## src/rtl/cram_pkg.sv

```systemverilog
// Shared types and default timing for the CellularRAM asynchronous write engine.
package cram_pkg;

  typedef enum logic [1:0] {
    IDLE  = 2'd0,
    SETUP = 2'd1,
    PULSE = 2'd2,
    HOLD  = 2'd3
  } cram_state_e;

  localparam int unsigned CRAM_ADDR_W     = 26;
  localparam int unsigned DEFAULT_T_SETUP = 1;
  localparam int unsigned DEFAULT_T_WE    = 7;
  localparam int unsigned DEFAULT_T_HOLD  = 1;

endpackage

```

## src/rtl/cellular_ram_writer.sv

```systemverilog
// Asynchronous-mode CellularRAM write engine: one 16-bit word per request,
// sequencing CE/WE/UB/LB with programmable setup, WE pulse and hold lengths.
module cellular_ram_writer
  import cram_pkg::*;
#(
  parameter int unsigned ADDR_W  = CRAM_ADDR_W,
  parameter int unsigned T_SETUP = DEFAULT_T_SETUP,
  parameter int unsigned T_WE    = DEFAULT_T_WE,
  parameter int unsigned T_HOLD  = DEFAULT_T_HOLD
) (
  input  logic              clk,
  input  logic              rst,
  input  logic              wr_req,
  output logic              wr_ready,
  input  logic [ADDR_W-1:0] wr_addr,
  input  logic [15:0]       wr_data,
  input  logic [1:0]        wr_be,
  output logic              wr_done,
  output logic              busy,
  output logic [ADDR_W-1:0] A,
  output logic [15:0]       DQ_out,
  output logic              DQ_oe,
  output logic              CE,
  output logic              WE,
  output logic              OE,
  output logic              UB,
  output logic              LB,
  output logic              ADV,
  output logic              CRE,
  output logic              CLK
);

  localparam logic [3:0] SetupCnt = 4'(T_SETUP - 1);
  localparam logic [3:0] WeCnt    = 4'(T_WE - 1);
  localparam logic [3:0] HoldCnt  = 4'(T_HOLD - 1);

  cram_state_e       state_q, state_d;
  logic [3:0]        cnt_q, cnt_d;
  logic [ADDR_W-1:0] addr_q, addr_d;
  logic [15:0]       data_q, data_d;
  logic [1:0]        be_q, be_d;
  logic              done_d;

  logic ce_q, we_q, ub_q, lb_q, oe_drv_q, ready_q, busy_q, done_q;

  always_comb begin
    state_d = state_q;
    cnt_d   = cnt_q;
    addr_d  = addr_q;
    data_d  = data_q;
    be_d    = be_q;
    done_d  = 1'b0;
    unique case (state_q)
      IDLE: begin
        if (wr_req) begin
          state_d = SETUP;
          cnt_d   = SetupCnt;
          addr_d  = wr_addr;
          data_d  = wr_data;
          be_d    = wr_be;
        end
      end
      SETUP: begin
        if (cnt_q == 4'd0) begin
          state_d = PULSE;
          cnt_d   = WeCnt;
        end else begin
          cnt_d = cnt_q - 4'd1;
        end
      end
      PULSE: begin
        if (cnt_q == 4'd0) begin
          state_d = HOLD;
          cnt_d   = HoldCnt;
        end else begin
          cnt_d = cnt_q - 4'd1;
        end
      end
      HOLD: begin
        if (cnt_q == 4'd0) begin
          state_d = IDLE;
          done_d  = 1'b1;
        end else begin
          cnt_d = cnt_q - 4'd1;
        end
      end
    endcase
  end

  // Strobes are registered from the next state so every pin changes on a clock edge
  // and lines up with the state it belongs to.
  always_ff @(posedge clk or posedge rst) begin
    if (rst) begin
      state_q  <= IDLE;
      cnt_q    <= 4'd0;
      addr_q   <= '0;
      data_q   <= '0;
      be_q     <= 2'b00;
      ce_q     <= 1'b1;
      we_q     <= 1'b1;
      ub_q     <= 1'b1;
      lb_q     <= 1'b1;
      oe_drv_q <= 1'b0;
      ready_q  <= 1'b1;
      busy_q   <= 1'b0;
      done_q   <= 1'b0;
    end else begin
      state_q  <= state_d;
      cnt_q    <= cnt_d;
      addr_q   <= addr_d;
      data_q   <= data_d;
      be_q     <= be_d;
      ce_q     <= (state_d == IDLE);
      we_q     <= (state_d != PULSE);
      ub_q     <= (state_d == IDLE) | ~be_d[1];
      lb_q     <= (state_d == IDLE) | ~be_d[0];
      oe_drv_q <= (state_d != IDLE);
      ready_q  <= (state_d == IDLE);
      busy_q   <= (state_d != IDLE);
      done_q   <= done_d;
    end
  end

  assign wr_ready = ready_q;
  assign busy     = busy_q;
  assign wr_done  = done_q;
  assign A        = addr_q;
  assign DQ_out   = data_q;
  assign DQ_oe    = oe_drv_q;
  assign CE       = ce_q;
  assign WE       = we_q;
  assign UB       = ub_q;
  assign LB       = lb_q;
  assign OE       = 1'b1;
  assign ADV      = 1'b0;
  assign CRE      = 1'b0;
  assign CLK      = 1'b0;

endmodule

```

## config.mk

```make
export PLATFORM = sky130hd
export DESIGN_NAME = cellular_ram_writer
export DESIGN_NICKNAME = d
export VERILOG_FILES = /design/src/rtl/cram_pkg.sv /design/src/rtl/cellular_ram_writer.sv
export SDC_FILE = /design/constraint.sdc
export NUM_CORES = 1
export LEC_CHECK = 0
export CORE_ASPECT_RATIO = 0.7
export CORE_MARGIN = 10
export CORE_UTILIZATION = 46
export DETAILED_ROUTE_END_ITERATION = 12
export GPL_ROUTABILITY_DRIVEN = 0
export GPL_TIMING_DRIVEN = 0
export HOLD_SLACK_MARGIN = 0.12
export PLACE_DENSITY = 0.85
export SLEW_MARGIN = 20
export SYNTH_ARGS = -nofsm -noshare
export SYNTH_HDL_FRONTEND = slang
export SYNTH_SLANG_ARGS = --single-unit
```

## constraint.sdc

```tcl
create_clock -name clk -period 3.3 [get_ports clk]
set_clock_uncertainty 0.1 [all_clocks]
set_input_delay 0.66 -clock clk [delete_from_list [all_inputs] [get_ports clk]]
set_output_delay 0.66 -clock clk [all_outputs]
set_load 0.005 [all_outputs]
```

# ---- Yosys cells after proc, flatten, opt, wreduce, memory -nomap -nowiden
# Cells that the tools add are included.
dict set report word_totals {
  reg_bits 56
  inputBits 47
}
dict set report classes {
  addsub 1
  eq_ne 6
  muxes 14
  bitwise_logic 4
  n_reduce_logical 6
}
# op n
set ops {}
lappend ops {{$mux W4} 4}
lappend ops {{$pmux W4 S4} 1}
lappend ops {{$mux W2} 6}
lappend ops {{$pmux W2 S4} 1}
lappend ops {{$ne A2 B2 Y1 const B} 3}
lappend ops {{$eq A2 B2 Y1 const B} 2}
lappend ops {{$logic_not A2 Y1} 2}
lappend ops {{$logic_not A4 Y1} 1}
lappend ops {{$reduce_and A2 Y1} 2}
lappend ops {{$sub A4 B1 Y4 const B} 1}
lappend ops {{$eq A2 B1 Y1 const B} 1}
lappend ops {{$mux W1} 2}
lappend ops {{$not A1 Y1} 2}
lappend ops {{$or A1 B1 Y1} 2}
lappend ops {{$reduce_bool A2 Y1} 1}

# ---- Longest topological paths before layout
# Gate-level depths: netlist of the first run.
dict set report depth {
  word_depth 5
  depth_mapped 6
  mapped_depth_nobuf 5
}

# ---- Worst setup path before layout of the first run
# No wires, ideal clock.
dict set report synth_path {
  path_type {input to register}
  from {input wr_req}
  to {register addr_q[0] (netlist: A[0])}
  setup_time_ns 0.125
  arrival_ns 1.431
  required_ns 3.075
  path_slack_ns 1.644
  stages 4
  n_path_buf 2
  cell_sequence {nor3b_2 > buf_6 > buf_12 > mux2_4}
}
dict set report synth_between {
  elab_chain_cells 1
}
# element line
set synth_lines {}
lappend synth_lines {{from (decl)} cellular_ram_writer.sv:13} ;# input logic wr_req,
lappend synth_lines {{$reduce_and A2 Y1 (no source line)} --}
lappend synth_lines {{to (signal assigned)} cellular_ram_writer.sv:110} ;# addr_q <= addr_d;
lappend synth_lines {{to (decl)} cellular_ram_writer.sv:39} ;# logic [ADDR_W-1:0] addr_q, addr_d;
# Every way passes these cells.
# A chain may end at the register's enable or synchronous reset.

# ---- Final worst setup path of the first run
dict set report layout_path {
  from {register ready_q (netlist: wr_ready)}
  to {output wr_ready}
}
# element line
set layout_rtl {}
lappend layout_rtl {{from (decl)} cellular_ram_writer.sv:44} ;# logic ce_q, we_q, ub_q, lb_q, oe_drv_q, ready_q, busy_q, done_q;
lappend layout_rtl {{from (signal assigned)} cellular_ram_writer.sv:118} ;# ready_q <= (state_d == IDLE);
lappend layout_rtl {{to (decl)} cellular_ram_writer.sv:14} ;# output logic wr_ready,
# No word-level cell between the ends.

==> results.ini, run 1 <==
[run_status]
status=finished, final reports clean

[power_and_ir_drop]
p_switching_mw=0.936
pwr-share-clk_pct=13.2
peakVddDrop_v=0.000477
p_per_area_nw_per_um2=934
p_leak_nw=1.57
netSwitchingFraction_pct=27.7
p_int_mw=2.44
seq_power_share_pct=37.0
p_comb_share_pct=49.8
power.total_mw=3.38

[finish]
stdcell_count=328
num_antenna_cells=0
syn_to_final_growth_pct=48.2
drive_above_1_share_pct=29.3
nets=303
n_fill_cell=379

[synth]
synth-edff-count=0
yosysTopAreaCellShare_pct=53.4
seq_area_frac_synth_pct=57.7
yosysTopAreaCell=dfrtp_1
avgSynthCellArea_um2=16.3
yosysMostFrequentCell=dfrtp_1
synth-async-reset-ratio_pct=100
synthCells=150
synth_seq_cells=56
synthTopCellsByCount=dfrtp_1, mux2_4, buf_4, mux2_2, inv_1
synth_area_leaders=dfrtp_1, mux2_4, dfstp_2
synth_area_um2=2440
synth_ff_type=dfrtp_1
ys_types=27
synth.yosys.warnings=0

[floorplan]
ios=101
fp.coreArea_um2=5170
die_area_um2=8660
initial_core_util_pct=47.1
fp-row-count=22
die_x_um=107
die_h_um=80.9

[cts]
cts_resized=0
path_clk_slew_ns=0.10
cts_tree=yes
clock_latency_ns=0.29
clock-sinks=56
cts_max_path_buffers=2
postCtsHoldBufs=0
post_cts_buffers=0
root_buffer=clkbuf_8
cts_made_buffers=5
htree_levels=2

[route]
routed_via_density=4.67
totalWireLength_um=5760
drc=0
drtIter0Drc=24
dr.pass1.iters=4
wl_per_cell_um=17.6
vias=1531
ant_nets=0

[critical_path]
r2r_end=cnt_q[1]$_DFFE_PP0P_
start_kind=flop
end_kind=primary output
rrSetupSlack_ns=1.49
cp_max_fo=2
cpMaxStageDelayCell=dfstp_2
cpPeakStageDelay_ns=0.54
timing.rr.start=cnt_q[0]$_DFFE_PP0P_
crit_type=reg -> out
worstPathCellList=buf_4, clkdlybuf4s50_1
reg2regPathDepth=5
cp.arrival_ns=1.42
cp_data_required_time_ns=2.54

[timing]
fin_crit_sh_pct=66.1
slew_viol_final=0
grt_setup_unrepaired=false
setup_slack_ns=1.12
final_hold_viol_count=0
timing.slew.headroom_pct=55.3
fin_crit_ns=2.18
setup_viol=0
finalHoldWorstSlack_ns=0.406
setup_tns_ns=0
fmax_mhz=458
worst_pin_slew_ns=0.670

[hold_path]
min_path_cells=1
hold_path.class=reg -> reg
hold_start=be_q[1]$_DFF_PP0_
hold_end=be_q[1]$_DFF_PP0_

[global_routing]
grt_max_degree=57
antenna_found_initial=0
grt_pass1_wl_um=9200
grt_pass1_vias=1764
grt.overflow.total=0
track_usage_pct=13.1

[placement]
port_buffers=96
place_inst=320
place_ws_ns=1.03
dp_hpwl_um=4500

[job]
cap_violations=0

-- metal layers --
metal	track usage, %	vias up	routed length, um	part of all wire (%)
met5	0	-	0	0
met4	1.21	0	0	0
met3	5.14	0	449	7.8
met2	21.8	64	2670	46
met1	16.5	746	2650	46
li1	-	721	-	-
-- metrics by stage --
step | util [%] | area [um^2]
after floorplan | - | 2450
after global placement | 67.6 | 3500
after detailed placement | 67.6 | 3500
after CTS | 69.9 | 3610
after global routing | 69.9 | 3610
final | 69.9 | 3610
-- worst max-delay path, delay by kind of cell, from the launching register on --
family | cells | cell delay, ns
buffers and inverters | 2 | 0.59
DFF | 1 | 0.54
-- cell usage in the layout (no fill, tap or decap), types with 2 or more instances in the layout --
cell and count:
clkdlybuf4s50_1 96, dfrtp_1 52, mux2_4 39, buf_4 7, mux2_2 7, clkbuf_8 5
dfstp_2 4, buf_12 4, inv_1 4, nand2_1 4, conb_1 4, o21ai_0 3
a21oi_1 3, buf_6 2, nor2_1 2, nor3_1 2, a31oi_1 2
-- worst max-delay path by stage --
stage	startpoint	to	slack [ns]
after floorplan	rst	A[0]$_DFFE_PP0P_	1.18
after global placement	rst	DQ_out[14]$_DFFE_PP0P_	0.16
after detailed placement	wr_req	A[5]$_DFFE_PP0P_	1.03
after CTS	wr_ready$_DFF_PP1_	wr_ready	1.09
after global routing	wr_ready$_DFF_PP1_	wr_ready	1.07
final	wr_ready$_DFF_PP1_	wr_ready	1.12
-- layout make-up --
class / instances / area (um^2) / share of cell area [%]
sequential: 56 / 1410 / 38.9
timing repair buffer: 96 / 961 / 26.6
multi-input combinational: 78 / 866 / 24.0
buffer: 13 / 155 / 4.29
tap: 72 / 90.1 / 2.49
clock buffer: 5 / 68.8 / 1.90
clock inverter: 3 / 46.3 / 1.28
inverter: 5 / 21.3 / 0.588
-- cells by family after synthesis --
kind of cell    after synthesis  synth area share [%]
flops                        56                  57.7
mux                          46                  27.2
buf+inv                      18                  7.13
compound gates               13                  3.34
simple gates                 13                  3.44
other cells                   2                 0.308
fa+ha+maj                     1                 0.513
xor+xnor                      1                 0.359
-- registers in the layout (all words and copies together) (netlist names) --
name      flops
wr_ready      1
be_q          2
UB            1
wr_done       1
state_q       2
LB            1
A            26
busy          1
cnt_q         4
DQ_out       16
WE            1
-- power by group through the flow --
stage	combinational (mW)	clock [mW]	sequential [mW]
floorplan	0.854	0	1.26
global placement	1.67	0	1.23
detailed placement	1.71	0	1.26
CTS	1.72	0.464	1.25
global route	1.82	0.493	1.30
finish	1.68	0.447	1.25
Note: power is estimated with default switching activity, not from simulation.
==> run 2: changes to the inputs <==
--- a/config.mk
+++ b/config.mk
@@ -7,12 +7,12 @@
 export LEC_CHECK = 0
 export CORE_ASPECT_RATIO = 0.7
 export CORE_MARGIN = 10
-export CORE_UTILIZATION = 46
+export CORE_UTILIZATION = 43
 export DETAILED_ROUTE_END_ITERATION = 12
 export GPL_ROUTABILITY_DRIVEN = 0
 export GPL_TIMING_DRIVEN = 0
 export HOLD_SLACK_MARGIN = 0.12
-export PLACE_DENSITY = 0.85
+export PLACE_DENSITY = 0.8
 export SLEW_MARGIN = 20
 export SYNTH_ARGS = -nofsm -noshare
 export SYNTH_HDL_FRONTEND = slang
==> constraint.sdc (replaced) <==
create_clock -name clk -period 2.1 [get_ports clk]
set_clock_uncertainty 0.1 [all_clocks]
set_input_delay 0.42 -clock clk [delete_from_list [all_inputs] [get_ports clk]]
set_output_delay 0.42 -clock clk [all_outputs]
set_load 0.005 [all_outputs]
==> results.ini, run 2 (synthesis results as in run 1) <==
[cts]
post_cts_buffers=0
cts_max_path_buffers=2
cts_tree=yes
path_clk_slew_ns=0.10
htree_levels=2
root_buffer=clkbuf_8
clock-sinks=56
postCtsHoldBufs=0
cts_made_buffers=5
clock_latency_ns=0.30
cts_resized=0

[timing]
final_hold_viol_count=0
fmax_mhz=515
worst_pin_slew_ns=0.672
fin_crit_ns=1.94
slew_viol_final=0
grt_setup_unrepaired=false
fin_crit_sh_pct=92.5
timing.slew.headroom_pct=55.2
setup_viol=0

[finish]
stdcell_count=328
fin_util_pct=67.6
syn_to_final_growth_pct=48.7
nets=303
layout_commonest_cell=clkdlybuf4s50_1
drive_above_1_share_pct=29.3
num_antenna_cells=0
n_fill_cell=414
largest_register_ffs=26
final_cell_mix=clkdlybuf4s50_1, dfrtp_1, mux2_4

[global_routing]
grt.overflow.total=0
grt_pass1_wl_um=9010
grt_max_degree=57
track_usage_pct=12.6
grt_pass1_vias=1612
antenna_found_initial=0

[critical_path]
cp_max_fo=2
crit_buf_inv=2
cpMaxStageDelayCell=dfstp_2
start_kind=flop
cpPeakStageDelay_ns=0.54
critPathTopFamily=buffers and inverters
cp_data_required_time_ns=1.58
end_kind=primary output
crit_type=reg -> out
worstPathCellList=buf_4, clkdlybuf4s50_1
cp.arrival_ns=1.42

[power_and_ir_drop]
p_leak_nw=1.58
peakVddDrop_v=0.000630
p_per_area_nw_per_um2=1480

[route]
routed_via_density=4.70
totalWireLength_um=5790
ant_nets=0
wl_per_cell_um=17.7
drc=0
drtIter0Drc=41
dr.pass1.iters=4
vias=1542

[job]
cap_violations=0

[floorplan]
die_x_um=110
die_area_um2=9130
ios=101
initial_core_util_pct=45.4
fp.coreArea_um2=5370
fp-row-count=22
die_h_um=83.0

[run_status]
status=finished, final reports clean

[placement]
port_buffers=96
dp_hpwl_um=4490
place_inst=320

[hold_path]
hold_path.class=reg -> reg

-- run 2: changes by cell type in the layout (fill, tap and decap cells not counted) --
cell,before,now
clkbuf_8,5,7
clkinvlp_4,1,0
inv_6,1,0
-- run 2: per-layer routing --
| layer | GRT usage (%) | up-vias | part of all wire [%] |
|---|---|---|---|
| li1 | - | 720 | - |
| met1 | 16.4 | 748 | 45 |
| met2 | 18.4 | 67 | 43 |
| met3 | 6.10 | 7 | 11 |
| met4 | 2.46 | 0 | 0.67 |
| met5 | 0 | - | 0 |
-- run 2: path summary, 6_finish.rpt --
kind	from	endpoint	slack (ns)	cells after the start
min in group asynchronous	rst	DQ_out[10]$_DFFE_PP0P_	0.47	2
max reg2reg	cnt_q[0]$_DFFE_PP0P_	cnt_q[1]$_DFFE_PP0P_	0.28	5
min reg2reg	be_q[1]$_DFF_PP0_	be_q[1]$_DFF_PP0_	0.41	1
max in group asynchronous	rst	A[25]$_DFFE_PP0P_	0.98	2
min	be_q[1]$_DFF_PP0_	be_q[1]$_DFF_PP0_	0.41	1
max	wr_ready$_DFF_PP1_	wr_ready	0.16	2
-- run 2: report_power, final --
group          internal, mW  switching, mW  total (mW)  leakage (nW)
Clock                 0.421          0.334       0.755        0.0645
Combinational          1.83          0.815        2.65         0.861
Sequential             1.65          0.305        1.95         0.656
-- run 2: area by class of cell --
type / count / area [um^2] / area share, %
flip-flops and latches: 56 / 1410 / 38.8
inverters: 5 / 21.3 / 0.587
repair buffers: 96 / 961 / 26.5
clock inverters: 1 / 30.0 / 0.828
clock buffers: 7 / 96.3 / 2.66
multi-input cells: 78 / 866 / 23.9
plain buffers: 13 / 155 / 4.28
well taps: 72 / 90.1 / 2.48
-- run 2: through the flow --
stage | TNS [ns] | hold slack, ns | total power, mW | cell area (um^2) | setup slack [ns]
after floorplan | 0 | 0.363 | 3.32 | 2450 | 0.215
after global placement | -44.07 | 0.379 | 4.58 | 3500 | -0.825
after detailed placement | 0 | 0.392 | 4.66 | 3500 | 0.0481
after CTS | 0 | 0.415 | 5.44 | 3630 | 0.138
after global routing | 0 | 0.428 | 5.68 | 3630 | 0.0955
final | 0 | 0.411 | 5.35 | 3630 | 0.157
-- run 2: worst register-to-register path, cell delays in order (launching register included) --
cell and delay (ns):
dfrtp_1 0.43, inv_1 0.09, ha_1 0.21, nor3b_4 0.40
mux2_2 0.38, o22ai_1 0.14
==> run 3: changes to the inputs <==
--- a/config.mk
+++ b/config.mk
@@ -6,7 +6,7 @@
 export NUM_CORES = 1
 export LEC_CHECK = 0
 export CORE_ASPECT_RATIO = 0.7
-export CORE_MARGIN = 10
+export CORE_MARGIN = 2
 export CORE_UTILIZATION = 43
 export DETAILED_ROUTE_END_ITERATION = 12
 export GPL_ROUTABILITY_DRIVEN = 0
==> results.ini, run 3 (synthesis results as in run 1) <==
[cts]
root_buffer=clkbuf_8
cts_max_path_buffers=2
postCtsHoldBufs=0
path_clk_slew_ns=0.09
post_cts_buffers=0
cts_tree=yes
cts_made_buffers=5
clock-sinks=56
htree_levels=2
clock_latency_ns=0.30
cts_resized=0

[critical_path]
reg2regPathDepth=5
worstPathCellList=buf_4, clkdlybuf4s50_1
timing.rr.start=cnt_q[1]$_DFFE_PP0P_
crit_type=reg -> out
cp.arrival_ns=1.42
start_kind=flop
crit_buf_inv=2
end_kind=primary output
r2r_end=cnt_q[1]$_DFFE_PP0P_
critPathTopFamily=buffers and inverters
cpMaxStageDelayCell=dfstp_2
cp_max_fo=2
rrSetupSlack_ns=0.30
cpPeakStageDelay_ns=0.54
cp_data_required_time_ns=1.58

[finish]
final_cell_mix=clkdlybuf4s50_1, dfrtp_1, mux2_4
layout_commonest_cell=clkdlybuf4s50_1
num_antenna_cells=0
drive_above_1_share_pct=28.9
n_fill_cell=394
stdcell_count=328
largest_register_ffs=26
syn_to_final_growth_pct=48.9
nets=303

[run_status]
status=finished, final reports clean

[timing]
fin_crit_sh_pct=92.2
final_hold_viol_count=0
setup_viol=0
timing.slew.headroom_pct=56.1
fin_crit_ns=1.94
setup_tns_ns=0
worst_pin_slew_ns=0.658
setup_slack_ns=0.163
fmax_mhz=516
slew_viol_final=0
grt_setup_unrepaired=false

[route]
totalWireLength_um=4860
wl_met1_um=2220
top_layer=met4
wl_per_cell_um=14.8
vias=1523
dr_wl_met3_um=454
met2WireLength_um=2160
drc=0
routed_via_density=4.64
ant_nets=0
dr.pass1.iters=4
drtIter0Drc=53

[floorplan]
fp-row-count=22
die_area_um2=6300
ios=101
fp.coreArea_um2=5370
die_h_um=67.0
initial_core_util_pct=45.4
die_x_um=94.0

[hold_path]
min_path_cells=1
hold_start=be_q[1]$_DFF_PP0_
hold_end=be_q[1]$_DFF_PP0_
hold_path.class=reg -> reg

[placement]
place_inst=320
port_buffers=96
place_ws_ns=0.0573
dp_hpwl_um=3580

[global_routing]
grt_pass1_wl_um=7800
antenna_found_initial=0
grt.overflow.total=0
track_usage_pct=16.5
grt_max_degree=57
grt_pass1_vias=1499

[job]
cap_violations=0

[power_and_ir_drop]
peakVddDrop_v=0.000569
p_per_area_nw_per_um2=1470
p_leak_nw=1.58
power.total_mw=5.36

## run 3: worst max path at each step
stage                       startpoint                      to  depth (start not counted)
floorplan                          rst        A[0]$_DFFE_PP0P_                          1
global placement                   rst       A[21]$_DFFE_PP0P_                          2
detailed placement              wr_req  DQ_out[13]$_DFFE_PP0P_                          5
CTS                 wr_ready$_DFF_PP1_                wr_ready                          2
global route        wr_ready$_DFF_PP1_                wr_ready                          2
finish              wr_ready$_DFF_PP1_                wr_ready                          2
## run 3: worst reg2reg max path, delay by kind of cell (launching register included)
| family | cells | cell delay, ns |
|---|---|---|
| AOI/OAI and AO/OA | 1 | 0.14 |
| adders and majority gates | 1 | 0.19 |
| buffers and inverters | 1 | 0.09 |
| DFF | 1 | 0.42 |
| muxes | 1 | 0.39 |
| and+or+nand+nor | 1 | 0.40 |
## run 3: layer usage
metal | track usage, % | vias up
met1 | 22.2 | 728
met4 | 4.35 | 0
met3 | 4.86 | 5
li1 | - | 715
met2 | 26.1 | 75
met5 | 0 | -
## run 3: report_power, final
part / switching, mW / internal, mW
Sequential: 0.301 / 1.65
Combinational: 0.781 / 1.83
Clock: 0.324 / 0.476
## run 3: layout make-up
cell class | count | area [um^2] | area share, %
Sequential cell | 56 | 1410 | 38.7
Timing Repair Buffer | 96 | 961 | 26.5
Multi-Input combinational cell | 78 | 866 | 23.8
Buffer | 13 | 155 | 4.27
Tap cell | 72 | 90.1 | 2.48
Clock buffer | 6 | 72.6 | 2.00
Clock inverter | 2 | 60.1 | 1.65
Inverter | 5 | 21.3 | 0.586
## run 3: through the flow
step | cell area [um^2] | hold WS [ns] | utilization [%]
CTS | 3630 | 0.409 | 67.7
global route | 3630 | 0.426 | 67.7
finish | 3630 | 0.408 | 67.7
detailed placement | 3500 | 0.387 | 65.2
global placement | 3500 | 0.379 | 65.2
floorplan | 2450 | 0.363 | -
